`src/rtl/pwm_pkg.sv`:
```
`default_nettype none
// ============================================================================
// Module   : pwm_pkg
// Purpose  : Shared PWM definitions (phase encoding, default duty width).
// Revision : 1.0 - initial release
// ============================================================================
package pwm_pkg;

    localparam int unsigned c_default_duty_w = 8;
    localparam int unsigned c_phase_w        = 3;

    typedef enum logic [c_phase_w-1:0] {
        IDLE    = 3'd0,
        UP      = 3'd1,
        HOLD_HI = 3'd2,
        DOWN    = 3'd3,
        HOLD_LO = 3'd4
    } phase_e;

endpackage
`default_nettype wire

```
`src/rtl/pwm_tick_prescaler.sv`:
```
`default_nettype none
// ============================================================================
// Module   : pwm_tick_prescaler
// Purpose  : Divides PWM period ticks into step ticks; pass-through when 1.
// Revision : 1.0 - initial release
// ============================================================================
module pwm_tick_prescaler #(
    parameter int unsigned TICKS_PER_STEP = 2
) (
    input  logic clk,
    input  logic rst_n,
    input  logic clear,
    input  logic period_tick,
    output logic step_tick
);

    localparam int unsigned c_cnt_w = (TICKS_PER_STEP > 1) ? $clog2(TICKS_PER_STEP) : 1;
    localparam logic [c_cnt_w-1:0] c_last = c_cnt_w'(TICKS_PER_STEP - 1);

    logic [c_cnt_w-1:0] r_cnt;
    logic               w_wrap;

    // With a single tick per step the counter is constant zero, so the
    // output reduces to a combinational copy of period_tick.
    assign w_wrap    = (r_cnt == c_last);
    assign step_tick = period_tick & w_wrap & ~clear;

    always_ff @(posedge clk or negedge rst_n) begin
        if (!rst_n) begin
            r_cnt <= '0;
        end else if (clear) begin
            r_cnt <= '0;
        end else if (period_tick) begin
            r_cnt <= w_wrap ? '0 : r_cnt + 1'b1;
        end
    end

endmodule
`default_nettype wire

```
`src/rtl/pwm_duty_ramp.sv`:
```
`default_nettype none
// ============================================================================
// Module   : pwm_duty_ramp
// Purpose  : Breathing (triangular) duty sequencer advancing on PWM periods.
// Revision : 1.0 - initial release
// ============================================================================
module pwm_duty_ramp
    import pwm_pkg::*;
#(
    parameter int unsigned DUTY_W         = c_default_duty_w,
    parameter int unsigned DUTY_MIN       = 0,
    parameter int unsigned DUTY_MAX       = 255,
    parameter int unsigned STEP           = 1,
    parameter int unsigned TICKS_PER_STEP = 2,
    parameter int unsigned HOLD_TICKS     = 25
) (
    input  logic                 clk,
    input  logic                 rst_n,
    input  logic                 enable,
    input  logic                 period_tick,
    output logic [DUTY_W-1:0]    duty,
    output logic                 duty_valid,
    output logic [c_phase_w-1:0] phase
);

    localparam int unsigned        c_hold_w    = (HOLD_TICKS > 1) ? $clog2(HOLD_TICKS) : 1;
    localparam logic [c_hold_w-1:0] c_hold_last = c_hold_w'(HOLD_TICKS - 1);
    localparam logic [DUTY_W-1:0]  c_min       = DUTY_W'(DUTY_MIN);
    localparam logic [DUTY_W-1:0]  c_max       = DUTY_W'(DUTY_MAX);
    localparam logic [DUTY_W:0]    c_min_x     = (DUTY_W + 1)'(DUTY_MIN);
    localparam logic [DUTY_W:0]    c_max_x     = (DUTY_W + 1)'(DUTY_MAX);
    localparam logic [DUTY_W:0]    c_step_x    = (DUTY_W + 1)'(STEP);

    phase_e                r_phase;
    logic [DUTY_W-1:0]     r_duty;
    logic                  r_valid;
    logic [c_hold_w-1:0]   r_hold;

    logic                  w_step;
    phase_e                w_eff;
    logic [DUTY_W:0]       w_sum;
    logic signed [DUTY_W:0] w_diff;
    logic [DUTY_W-1:0]     w_duty_up;
    logic [DUTY_W-1:0]     w_duty_dn;

    pwm_tick_prescaler #(
        .TICKS_PER_STEP (TICKS_PER_STEP)
    ) u_prescaler (
        .clk         (clk),
        .rst_n       (rst_n),
        .clear       (~enable),
        .period_tick (period_tick),
        .step_tick   (w_step)
    );

    // One extra bit of headroom lets the clamp see the overflow/underflow.
    assign w_sum     = {1'b0, r_duty} + c_step_x;
    assign w_diff    = $signed({1'b0, r_duty}) - $signed(c_step_x);
    assign w_duty_up = (w_sum >= c_max_x) ? c_max : w_sum[DUTY_W-1:0];
    assign w_duty_dn = (w_diff <= $signed(c_min_x)) ? c_min : w_diff[DUTY_W-1:0];

    // The tick that wakes the sequencer from IDLE is already a ramp-up tick.
    assign w_eff = (r_phase == IDLE && period_tick) ? UP : r_phase;

    always_ff @(posedge clk or negedge rst_n) begin
        if (!rst_n) begin
            r_phase <= IDLE;
            r_duty  <= c_min;
            r_valid <= 1'b0;
            r_hold  <= '0;
        end else if (!enable) begin
            r_phase <= IDLE;
            r_duty  <= c_min;
            r_hold  <= '0;
            r_valid <= (r_duty != c_min);
        end else begin
            r_valid <= 1'b0;
            r_phase <= w_eff;
            if (w_step) begin
                r_valid <= 1'b1;
                case (w_eff)
                    UP: begin
                        r_duty <= w_duty_up;
                        if (w_duty_up == c_max) begin
                            r_phase <= HOLD_HI;
                            r_hold  <= '0;
                        end
                    end
                    HOLD_HI: begin
                        if (r_hold == c_hold_last) begin
                            r_phase <= DOWN;
                        end else begin
                            r_hold <= r_hold + 1'b1;
                        end
                    end
                    DOWN: begin
                        r_duty <= w_duty_dn;
                        if (w_duty_dn == c_min) begin
                            r_phase <= HOLD_LO;
                            r_hold  <= '0;
                        end
                    end
                    HOLD_LO: begin
                        if (r_hold == c_hold_last) begin
                            r_phase <= UP;
                        end else begin
                            r_hold <= r_hold + 1'b1;
                        end
                    end
                    default: begin
                        r_valid <= 1'b0;
                    end
                endcase
            end
        end
    end

    assign duty       = r_duty;
    assign duty_valid = r_valid;
    assign phase      = r_phase;

endmodule
`default_nettype wire

```
`config.mk`:
```
export PLATFORM = sky130hd
export DESIGN_NAME = pwm_duty_ramp
export DESIGN_NICKNAME = d
export VERILOG_FILES = /design/src/rtl/pwm_pkg.sv /design/src/rtl/pwm_tick_prescaler.sv /design/src/rtl/pwm_duty_ramp.sv
export SDC_FILE = /design/constraint.sdc
export NUM_CORES = 1
export LEC_CHECK = 0
export ABC_AREA = 0
export ABC_CLOCK_PERIOD_IN_PS = 2850
export BUFFER_PORTS_ARGS = -buffer_cell sky130_fd_sc_hd__clkbuf_2
export CAP_MARGIN = 20
export CORE_MARGIN = 2
export CORE_UTILIZATION = 25
export DETAILED_ROUTE_END_ITERATION = 10
export MAX_ROUTING_LAYER = met4
export PLACE_DENSITY = 0.53
export RECOVER_POWER = 100
export SETUP_SLACK_MARGIN = 0.2
export SLEW_MARGIN = 20
export SYNTH_ARGS = -nofsm -noshare
export SYNTH_HDL_FRONTEND = slang
export SYNTH_SLANG_ARGS = --single-unit
```
`constraint.sdc`:
```
create_clock -name clk -period 2.85 [get_ports clk]
set_clock_uncertainty 0.1 [all_clocks]
set_input_delay 0.57 -clock clk [delete_from_list [all_inputs] [get_ports clk]]
set_output_delay 0.57 -clock clk [all_outputs]
set_load 0.02 [all_outputs]
```
==> results of run 1 <==
-- routing by layer --
| metal | vias up | GRT usage | share of wire |
|---|---|---|---|
| met4 | 0 | 0.0381 | 0.017 |
| met5 | - | - | 0 |
| met1 | 743 | 0.171 | 0.46 |
| li1 | 779 | - | - |
| met2 | 41 | 0.215 | 0.47 |
| met3 | 6 | 0.0285 | 0.045 |
-- cell usage after synthesis, drive strengths merged, types with 3 or more instances --
| cell type | number | area (µm²) |
|---|---|---|
| clkbuf | 10 | 37.5 |
| nor3 | 9 | 56.3 |
| nor2b | 5 | 31.3 |
| xnor2 | 3 | 26.3 |
| mux2i | 4 | 40.0 |
| nand2 | 20 | 75.1 |
| inv | 7 | 26.3 |
| a21oi | 13 | 65.1 |
| nand3 | 9 | 45.0 |
| ha | 7 | 87.6 |
| nor2 | 14 | 52.6 |
| nor4 | 3 | 18.8 |
| and3 | 4 | 25.0 |
| and2 | 3 | 18.8 |
| nand4b | 3 | 26.3 |
| o21ai | 18 | 93.8 |
| nand3b | 3 | 22.5 |
| o32ai | 3 | 26.3 |
| dfrtp | 18 | 450 |
| nand2b | 7 | 51.3 |
| buf | 6 | 42.5 |
-- cell type report --
class                           count  area share
Inverter                            7      0.0137
Tap cell                           77      0.0501
Clock buffer                        4      0.0286
Multi-Input combinational cell    162       0.567
Sequential cell                    18       0.235
Timing Repair Buffer               33       0.105
-- logic make-up (layout without fill, tap and decap cells) --
kind of cell	after synthesis	after routing	share of synthesized area
flops	18	18	0.280
buf+inv	23	44	0.0662
simple gates	89	89	0.309
mux	5	5	0.0319
compound gates	56	56	0.230
xor+xnor	4	4	0.0218
fa+ha+maj	8	8	0.0607
-- registers in the layout, summed over array words and instances (netlist names) --
| signal | count |
|---|---|
| duty | 8 |
| r_hold | 5 |
| phase | 3 |
| duty_valid | 1 |
| u_prescaler.r_cnt | 1 |
-- per-stage QoR --
step / cells / power (mW) / utilization / hold WS, ns / worst slack (ns)
6_report: 301 / 0.628 / 0.306 / 0.352 / 0.186
5_1_grt: 301 / 0.664 / 0.306 / 0.443 / 0.0760
4_1_cts: 300 / 0.636 / 0.306 / 0.161 / 0.203
3_5_place_dp: 290 / 0.397 / 0.288 / 0.461 / 0.135
3_3_place_gp: 290 / 0.398 / 0.288 / 0.466 / 0.183
2_1_floorplan: 203 / 0.367 / - / 0.174 / 0.243
-- final timing paths --
path	start	to
max	duty[1]	r_hold[1]
min	rst_n	r_hold[2]
max reg2reg	duty[1]	r_hold[1]
min reg2reg	r_hold[3]	r_hold[3]
max in group asynchronous	rst_n	duty[0]
min in group clk	r_hold[3]	r_hold[3]
-- power groups by stage --
stage / sequential, mW / combinational (mW) / clock [mW]
6_report: 0.275 / 0.123 / 0.229
5_1_grt: 0.277 / 0.139 / 0.248
3_5_place_dp: 0.282 / 0.115 / 0
2_1_floorplan: 0.280 / 0.0864 / 0
4_1_cts: 0.276 / 0.123 / 0.238
3_3_place_gp: 0.282 / 0.116 / 0
-- worst register-to-register path, stage by stage (launching register included) --
cell	delay (ns)
dfrtp_1	0.47
buf_4	0.17
buf_4	0.11
nand2_1	0.08
or4_4	0.50
a21oi_2	0.15
o211ai_1	0.13
a2111o_1	0.44
buf_6	0.16
mux2i_1	0.10
and2_1	0.15
-- timing repair --
action,in CTS,in global routing
gates resized for setup,2,5
pin swaps,4,1
endpoints found under the setup margin,3,7
setup buffers,6,1
gates cloned,0,0
==> impl_metrics.py, run 1 <==
metrics = {
    "yosys": {
        "postSynthAreaPerCell_um2": 7.91,
        "synthesis.instances": 203,
        "mappedNetlistNets": 214,
        "ys_seq_area_frac": 0.280,
        "async_reset_ff_frac": 1.00,
        "synth_area_mm2": 0.00161,
        "synth-seq-cells": 18,
        "yosys_warnings": 0,
        "ys_types": 52,
        "synth_flop_cell": "dfrtp_1",
        "count_of_flip_flops_with_a_built_in_enable_after_synthesis": 0,
    },
    "setup_path": {
        "worstSetupPathDepth": 10,
        "worst_ep_required_time_ns": 2.91,
        "timing.critical_path.max_delay_family": "simple AND/OR/NAND/NOR gates",
        "data_arrival_time_of_the_critical_path_ns": 2.72,
        "critical_path.cell_chain": "buf_4 -> buf_4 -> nand2_1 -> or4_4 -> a21oi_2 -> o211ai_1 -> a2111o_1 -> buf_6 -> mux2i_1 -> and2_1",
        "crit_type": "reg2reg",
        "start_kind": "flip-flop",
        "biggest_cell_delay_along_the_critical_path_ns": 0.50,
        "cp.buffers_inverters": 3,
        "path_max_fanout": 6,
        "cp_common_cell": "buf_4",
        "timing.critical_path.slowest_stage_cell": "or4_4",
        "worst_setup_path_end_kind": "flip-flop",
        "regToRegSetupSlack_ns": 0.19,
        "reg2reg_depth": 10,
    },
    "floorplanning": {
        "dieArea_mm2": 0.00708,
        "fp.coreArea_mm2": 0.00628,
        "standard_cell_rows": 29,
        "die_w_um": 84.2,
        "pin_count": 16,
        "floorplan.initialDensity": 0.256,
        "fp.dieH_um": 84.2,
    },
    "layout": {
        "n_fill_cell": 690,
        "finish.net_count": 236,
        "multiInputGateArea_mm2": 0.00109,
        "ff_latch_area_um2": 452,
        "mostFrequentLayoutCell": "nand2_1",
        "layout-drive-gt1-share": 0.201,
        "commonest_cells_after_routing_fill_and_taps_aside": "20 x nand2_1, 17 x o21ai_0, 17 x dfrtp_1, 17 x buf_4, 14 x nor2_1",
        "antenna_cells_inserted": 0,
        "synthToLayoutAreaGrowth_pct": 19.7,
        "layout.cell_area.non_filler_mm2": 0.00192,
    },
    "route": {
        "vias_per_cell": 5.21,
        "pre_antenna_drt_iters": 4,
        "drc": 0,
        "route.final.wire_length_um": 4360,
        "routed-via-count": 1569,
        "wl_per_cell_um": 14.5,
        "drt-initial-drc-count": 105,
        "antenna_violating_nets_post_route": 0,
    },
    "sta": {
        "max_slew_margin": 0.313,
        "tightestPinTransition_ns": 1.03,
        "max_freq_ghz": 0.375,
        "drv_slew": 0,
        "final_hold_viol_count": 0,
        "setup_total_negative_slack_ns": 0,
        "fin_crit_ns": 2.66,
        "unrepaired_setup_endpoints_after_global_routing": "true",
        "min_period_over_period": 0.935,
        "setup-violations-final": 0,
    },
    "grt": {
        "grt_util_all_layers": 0.134,
        "global_route_wire_length_before_repair_um": 7530,
        "global_route.overflow_total": 0,
        "grt_pass1_vias": 1557,
        "antenna_violations_before_repair": 0,
        "grt_max_degree": 19,
    },
    "placement": {
        "gp_congestion": 0.902,
        "post-dp-hpwl_um": 3180,
        "placement.cell_area_mm2": 0.00181,
        "buffer_ports.inserted": 15,
    },
    "power": {
        "power.clock.fraction": 0.365,
        "power.internal_mw": 0.433,
        "power.sequential.fraction": 0.439,
        "leakage_nw": 0.804,
        "switching_power_mw": 0.194,
        "power_density_mw_per_mm2": 326,
        "irDropWorstVdd_mv": 0.284,
        "p_comb_frac": 0.196,
        "switching_share": 0.310,
    },
    "outcome": {
        "outcome": "completed",
    },
    "clock_tree": {
        "sinks_on_the_clock_net": 18,
        "clk_pin_slew_worst_paths_ns": 0.09,
        "clock_insertion_delay_worst_skew_ns": 0.27,
        "cts_inserted_buffers": 3,
        "clk_root_buffer_cell": "clkbuf_8",
        "max-clock-path-buffers": 2,
        "tritoncts": "built",
        "cts_max_level": 1,
        "cts_hold_buffers": 0,
    },
    "job": {
        "max_cap_violations": 0,
    },
    "worst_hold_path": {
        "hold_class": "in2async",
    },
}
Power figures use the tool's default switching activity.
==> inputs of run 2 (changes only) <==
- ABC_CLOCK_PERIOD_IN_PS: 2850 -> 2800
- PLACE_DENSITY: 0.53 -> 0.51
- clock period: 2.85 -> 2.8 ns (I/O delays scaled with it)
==> run 2 against run 1 <==
Sequential power is 2% higher. Die area stayed put. Cell area is 4.8% higher. Largest power group unchanged. Highest routed layer unchanged.
==> impl_metrics.py, run 2 (synthesis gave the netlist of run 1 again) <==
metrics = {
    "sta": {
        "max_freq_ghz": 0.390,
        "final_hold_viol_count": 0,
        "setup_total_negative_slack_ns": 0,
        "max_slew_margin": 0.262,
        "fin_crit_ns": 2.57,
        "unrepaired_setup_endpoints_after_global_routing": "true",
        "drv_slew": 0,
        "setup-violations-final": 0,
        "min_period_over_period": 0.916,
        "tightestPinTransition_ns": 1.11,
    },
    "floorplanning": {
        "pin_count": 16,
        "floorplan.initialDensity": 0.256,
        "die_w_um": 84.2,
        "standard_cell_rows": 29,
        "fp.dieH_um": 84.2,
        "fp.coreArea_mm2": 0.00628,
        "dieArea_mm2": 0.00708,
    },
    "clock_tree": {
        "clock_insertion_delay_worst_skew_ns": 0.27,
        "clk_root_buffer_cell": "clkbuf_8",
        "cts_hold_buffers": 0,
        "cts_max_level": 1,
        "cts_inserted_buffers": 3,
        "sinks_on_the_clock_net": 18,
        "tritoncts": "built",
        "max-clock-path-buffers": 2,
        "clk_pin_slew_worst_paths_ns": 0.08,
    },
    "layout": {
        "antenna_cells_inserted": 0,
        "stdcell_count": 311,
        "n_fill_cell": 677,
        "layout.cell_area.non_filler_mm2": 0.00202,
        "synthToLayoutAreaGrowth_pct": 25.5,
        "mostFrequentLayoutCell": "buf_4",
        "finish.net_count": 246,
        "layout-drive-gt1-share": 0.244,
        "commonest_cells_after_routing_fill_and_taps_aside": "21 x buf_4, 19 x nand2_1, 16 x o21ai_0, 16 x dfrtp_1, 14 x clkbuf_1",
        "max_ffs_per_register": 8,
    },
    "route": {
        "route.final.wire_length_um": 4830,
        "drt-initial-drc-count": 103,
        "pre_antenna_drt_iters": 4,
        "antenna_violating_nets_post_route": 0,
        "vias_per_cell": 5.26,
        "routed-via-count": 1637,
        "drc": 0,
        "wl_per_cell_um": 15.5,
    },
    "setup_path": {
        "path_max_fanout": 8,
        "timing.critical_path.slowest_stage_cell": "dfrtp_2",
        "biggest_cell_delay_along_the_critical_path_ns": 0.47,
        "data_arrival_time_of_the_critical_path_ns": 2.62,
        "start_kind": "flip-flop",
        "critical_path.cell_chain": "inv_4 -> ha_4 -> nor2_1 -> nand3_1 -> a21o_1 -> o41a_1 -> a2111o_1 -> buf_6 -> mux2i_1 -> and2_1",
        "crit_type": "reg2reg",
        "worst_ep_required_time_ns": 2.86,
        "regToRegSetupSlack_ns": 0.23,
        "worst_setup_path_end_kind": "flip-flop",
    },
    "power": {
        "power_density_mw_per_mm2": 327,
        "irDropWorstVdd_mv": 0.235,
        "power.internal_mw": 0.452,
        "switching_power_mw": 0.207,
        "p_comb_frac": 0.220,
        "leakage_nw": 0.838,
        "power.clock.fraction": 0.354,
        "switching_share": 0.315,
        "power.sequential.fraction": 0.426,
        "total_power_mw": 0.659,
    },
    "job": {
        "max_cap_violations": 0,
    },
    "grt": {
        "global_route.overflow_total": 0,
        "grt_pass1_vias": 1556,
        "grt_max_degree": 19,
        "global_route_wire_length_before_repair_um": 7650,
        "grt_util_all_layers": 0.139,
        "antenna_violations_before_repair": 0,
    },
    "placement": {
        "post-dp-hpwl_um": 3340,
        "placement.cell_area_mm2": 0.00183,
        "placed_cells_incl_taps": 293,
        "buffer_ports.inserted": 15,
        "gp_congestion": 0.866,
    },
    "outcome": {
        "outcome": "completed",
    },
    "worst_hold_path": {
        "hold_class": "in2async",
    },
}
run 2: worst paths after layout:
check	endpoint	startpoint	cells past startpoint
min in group clk	r_hold[4]	r_hold[4]	2
hold reg to reg	r_hold[4]	r_hold[4]	2
hold / removal	duty[7]	rst_n	1
setup / recovery	r_hold[1]	duty[0]	10
setup reg to reg	r_hold[1]	duty[0]	10
max in group asynchronous	duty[1]	rst_n	1
run 2: repair_timing:
item                                    CTS  global route
pin swaps                                 6             7
gates resized for setup                   2            15
endpoints found under the setup margin    5             8
buffers inserted                         10             4
run 2: layout make-up:
type                       instances  area, µm²  area share
tap                               77       96.3      0.0478
multi-input combinational        162       1120       0.556
sequential                        18        453       0.225
clock buffer                       4       55.1      0.0273
inverter                           7       28.8      0.0143
timing repair buffer              43        263       0.130
run 2: layer usage:
layer	wire length (µm)	vias up	GRT usage	part of all wire
li1	-	799	-	-
met1	2110	764	0.173	0.44
met2	2290	60	0.224	0.47
met3	325	14	0.0393	0.067
met4	97	0	0.0367	0.020
met5	0	-	-	0
run 2: power groups by stage:
stage               sequential, mW  clock [mW]  combinational, mW
floorplan                    0.285           0             0.0879
global placement             0.286           0              0.127
detailed placement           0.287           0              0.126
CTS                          0.280       0.239              0.137
global route                 0.283       0.250              0.159
finish                       0.281       0.233              0.145
run 2: per-stage QoR:
step	hold WS, ns	setup WS, ns	util
final	0.376	0.234	0.321
after floorplan	0.164	0.216	-
after CTS	0.167	0.210	0.314
after detailed placement	0.460	0.0784	0.292
after global routing	0.466	0.108	0.321
after global placement	0.455	0.105	0.292
run 2: worst max-delay path, delay by kind of cell, from the launching register on:
| family | cells | cell delay [ns] |
|---|---|---|
| multiplexers | 1 | 0.10 |
| adder cells (fa/ha/maj) | 1 | 0.19 |
| flip-flops | 1 | 0.47 |
| AND/OR/NAND/NOR | 3 | 0.33 |
| AO/OA/AOI/OAI | 3 | 1.02 |
| buffers and inverters | 2 | 0.24 |
==> inputs of run 3 (changes only) <==
- ABC_AREA: 0 -> 1
- PLACE_DENSITY: 0.51 -> 0.52
==> run 3 against run 2 <==
Total power down 4.8%. Cell count up 0.96%. Critical path depth up 2.
==> impl_metrics.py, run 3 <==
metrics = {
    "outcome": {
        "outcome": "completed",
    },
    "layout": {
        "stdcell_count": 314,
        "antenna_cells_inserted": 0,
        "mostFrequentLayoutCell": "nand2_1",
        "commonest_cells_after_routing_fill_and_taps_aside": "51 x nand2_1, 31 x nor2_1, 31 x nand3_1, 19 x inv_1, 19 x o21ai_0",
        "synthToLayoutAreaGrowth_pct": 12.1,
        "layout-drive-gt1-share": 0.0795,
        "finish.net_count": 251,
        "n_fill_cell": 693,
        "max_ffs_per_register": 8,
    },
    "floorplanning": {
        "fp.coreArea_mm2": 0.00589,
        "die_w_um": 81.6,
        "dieArea_mm2": 0.00666,
        "floorplan.initialDensity": 0.256,
        "fp.dieH_um": 81.6,
        "standard_cell_rows": 28,
        "pin_count": 16,
    },
    "clock_tree": {
        "clk_root_buffer_cell": "clkbuf_8",
        "cts_max_level": 1,
        "post-cts-setup-buffer-count": 0,
        "sinks_on_the_clock_net": 18,
        "max-clock-path-buffers": 2,
        "cts_hold_buffers": 0,
        "clock_insertion_delay_worst_skew_ns": 0.26,
        "cts_inserted_buffers": 3,
        "clk_pin_slew_worst_paths_ns": 0.08,
        "tritoncts": "built",
    },
    "yosys": {
        "synth_flop_cell": "dfrtp_1",
        "yosys_warnings": 0,
        "mappedNetlistNets": 235,
        "synth_area_leader": "dfrtp_1",
        "yosys.area.top_type_share": 0.299,
        "ys_seq_area_frac": 0.299,
        "ys_types": 33,
        "synth.top_cells.by_count": "49 x nand2_1, 31 x nor2_1, 30 x nand3_1",
        "synth.top_cells.by_area": "dfrtp_1 30%, nand2_1 12%, nand3_1 10%, nor2_1 7.7%, o21ai_0 6.0%",
        "count_of_flip_flops_with_a_built_in_enable_after_synthesis": 0,
        "async_reset_ff_frac": 1.00,
        "synthesis.instances": 224,
        "post-synth-top-count-cell": "nand2_1",
        "postSynthAreaPerCell_um2": 6.72,
        "synth-seq-cells": 18,
        "synth_area_mm2": 0.00151,
    },
    "grt": {
        "grt_pass1_vias": 1473,
        "global_route_wire_length_before_repair_um": 6990,
        "global_route.overflow_total": 0,
        "antenna_violations_before_repair": 0,
        "grt_util_all_layers": 0.138,
        "grt_max_degree": 19,
    },
    "route": {
        "drc": 0,
        "vias_per_cell": 4.90,
        "route.final.wire_length_um": 4090,
        "routed-via-count": 1538,
        "drt-initial-drc-count": 114,
        "pre_antenna_drt_iters": 4,
        "antenna_violating_nets_post_route": 0,
        "wl_per_cell_um": 13.0,
    },
    "sta": {
        "unrepaired_setup_endpoints_after_global_routing": "false",
        "setup_total_negative_slack_ns": 0,
        "drv_slew": 0,
        "final_hold_viol_count": 0,
        "min_period_over_period": 0.870,
        "max_freq_ghz": 0.411,
        "tightestPinTransition_ns": 1.09,
        "setup-violations-final": 0,
        "max_slew_margin": 0.272,
        "fin_crit_ns": 2.44,
    },
    "setup_path": {
        "critical_path.cell_chain": "inv_2 -> ha_1 -> inv_1 -> nor2_1 -> nand4_1 -> nand3_1 -> nand2_2 -> nand2_4 -> nand3_4 -> nand2_1 -> nand2_1 -> nand2_1",
        "worst_ep_required_time_ns": 2.90,
        "timing.critical_path.slowest_stage_cell": "dfrtp_1",
        "worst_setup_path_end_kind": "flip-flop",
        "path_max_fanout": 9,
        "crit_type": "reg2reg",
        "biggest_cell_delay_along_the_critical_path_ns": 0.48,
        "cp_common_cell": "nand2_1",
        "data_arrival_time_of_the_critical_path_ns": 2.54,
        "start_kind": "flip-flop",
    },
    "worst_hold_path": {
        "hold_class": "in2async",
    },
    "placement": {
        "placed_cells_incl_taps": 310,
        "buffer_ports.inserted": 15,
        "post-dp-hpwl_um": 3090,
        "gp_congestion": 0.925,
    },
    "power": {
        "leakage_nw": 0.798,
        "power_density_mw_per_mm2": 372,
        "irDropWorstVdd_mv": 0.161,
    },
    "job": {
        "max_cap_violations": 0,
    },
}
-- run 3: cell count changes after synthesis, moves of 4 or more --
| cell | before | now |
|---|---|---|
| nand2_1 | 20 | 49 |
| nand3_1 | 9 | 30 |
| nor2_1 | 14 | 31 |
| inv_1 | 7 | 19 |
| a21oi_1 | 13 | 4 |
| clkbuf_1 | 10 | 2 |
| nand2b_1 | 6 | 0 |
| nand4_1 | 0 | 5 |
| nor2b_1 | 5 | 0 |
| and3_1 | 4 | 0 |
| mux2i_1 | 4 | 0 |
-- run 3: final timing paths --
| kind | startpoint | end | slack (ns) | cells after the start |
|---|---|---|---|---|
| worst max register to register | duty[0] | r_hold[0] | 0.36 | 12 |
| worst min-delay path | rst_n | duty[0] | 0.37 | 1 |
| max in group asynchronous | rst_n | duty[6] | 1.57 | 1 |
| worst min register to register | u_prescaler.r_cnt | u_prescaler.r_cnt | 0.40 | 1 |
| min in group clk | u_prescaler.r_cnt | u_prescaler.r_cnt | 0.40 | 1 |
| worst max-delay path | duty[0] | r_hold[0] | 0.36 | 12 |
-- run 3: layout make-up --
| type | instances | area [µm²] | area share |
|---|---|---|---|
| repair buffers | 15 | 58.8 | 0.0349 |
| clock buffers | 4 | 55.1 | 0.0326 |
| flip-flops and latches | 18 | 450 | 0.267 |
| inverters | 22 | 82.6 | 0.0490 |
| well taps | 75 | 93.8 | 0.0556 |
| multi-input cells | 180 | 946 | 0.561 |
-- run 3: critical path: cells and delay by family, from the launching register on --
family	cells	cell delay [ns]
adder cells (fa/ha/maj)	1	0.30
buffers and inverters	2	0.25
flip-flops	1	0.48
AND/OR/NAND/NOR	9	1.26
-- run 3: what timing repair did --
action                                  in CTS  in global routing
hold endpoints to repair                     0                  0
gates resized for setup                      0                  4
endpoints found under the setup margin       0                 12
-- run 3: report_power, final --
part / leakage [nW] / switching (mW) / total (mW) / internal [mW]
clock: 0.0288 / 0.103 / 0.228 / 0.125
combinational: 0.522 / 0.0862 / 0.121 / 0.0343
sequential: 0.248 / 0.0112 / 0.279 / 0.268
-- run 3: kinds of logic after synthesis --
| group | Yosys count | share of synthesized area |
|---|---|---|
| flip-flops | 18 | 0.299 |
| XOR/XNOR | 5 | 0.0291 |
| AND/OR/NAND/NOR | 139 | 0.439 |
| buffers and inverters | 26 | 0.0682 |
| AO/OA/AOI/OAI | 29 | 0.106 |
| adder cells (fa/ha/maj) | 7 | 0.0582 |
-- run 3: through the flow --
step	cell area, µm²	setup WS [ns]	hold slack [ns]	util	total power [mW]
floorplan	1510	0.553	0.164	-	0.368
global placement	1650	0.307	0.380	0.281	0.406
detailed placement	1650	0.304	0.395	0.281	0.405
CTS	1710	0.283	0.169	0.290	0.633
global route	1690	0.122	0.442	0.287	0.663
finish	1690	0.365	0.368	0.287	0.628
-- run 3: per-layer routing --
metal	track usage	vias to the layer above	part of all wire
li1	-	774	-
met2	0.202	33	0.44
met1	0.190	724	0.49
met5	-	-	0
met3	0.0209	7	0.045
met4	0.0583	0	0.019
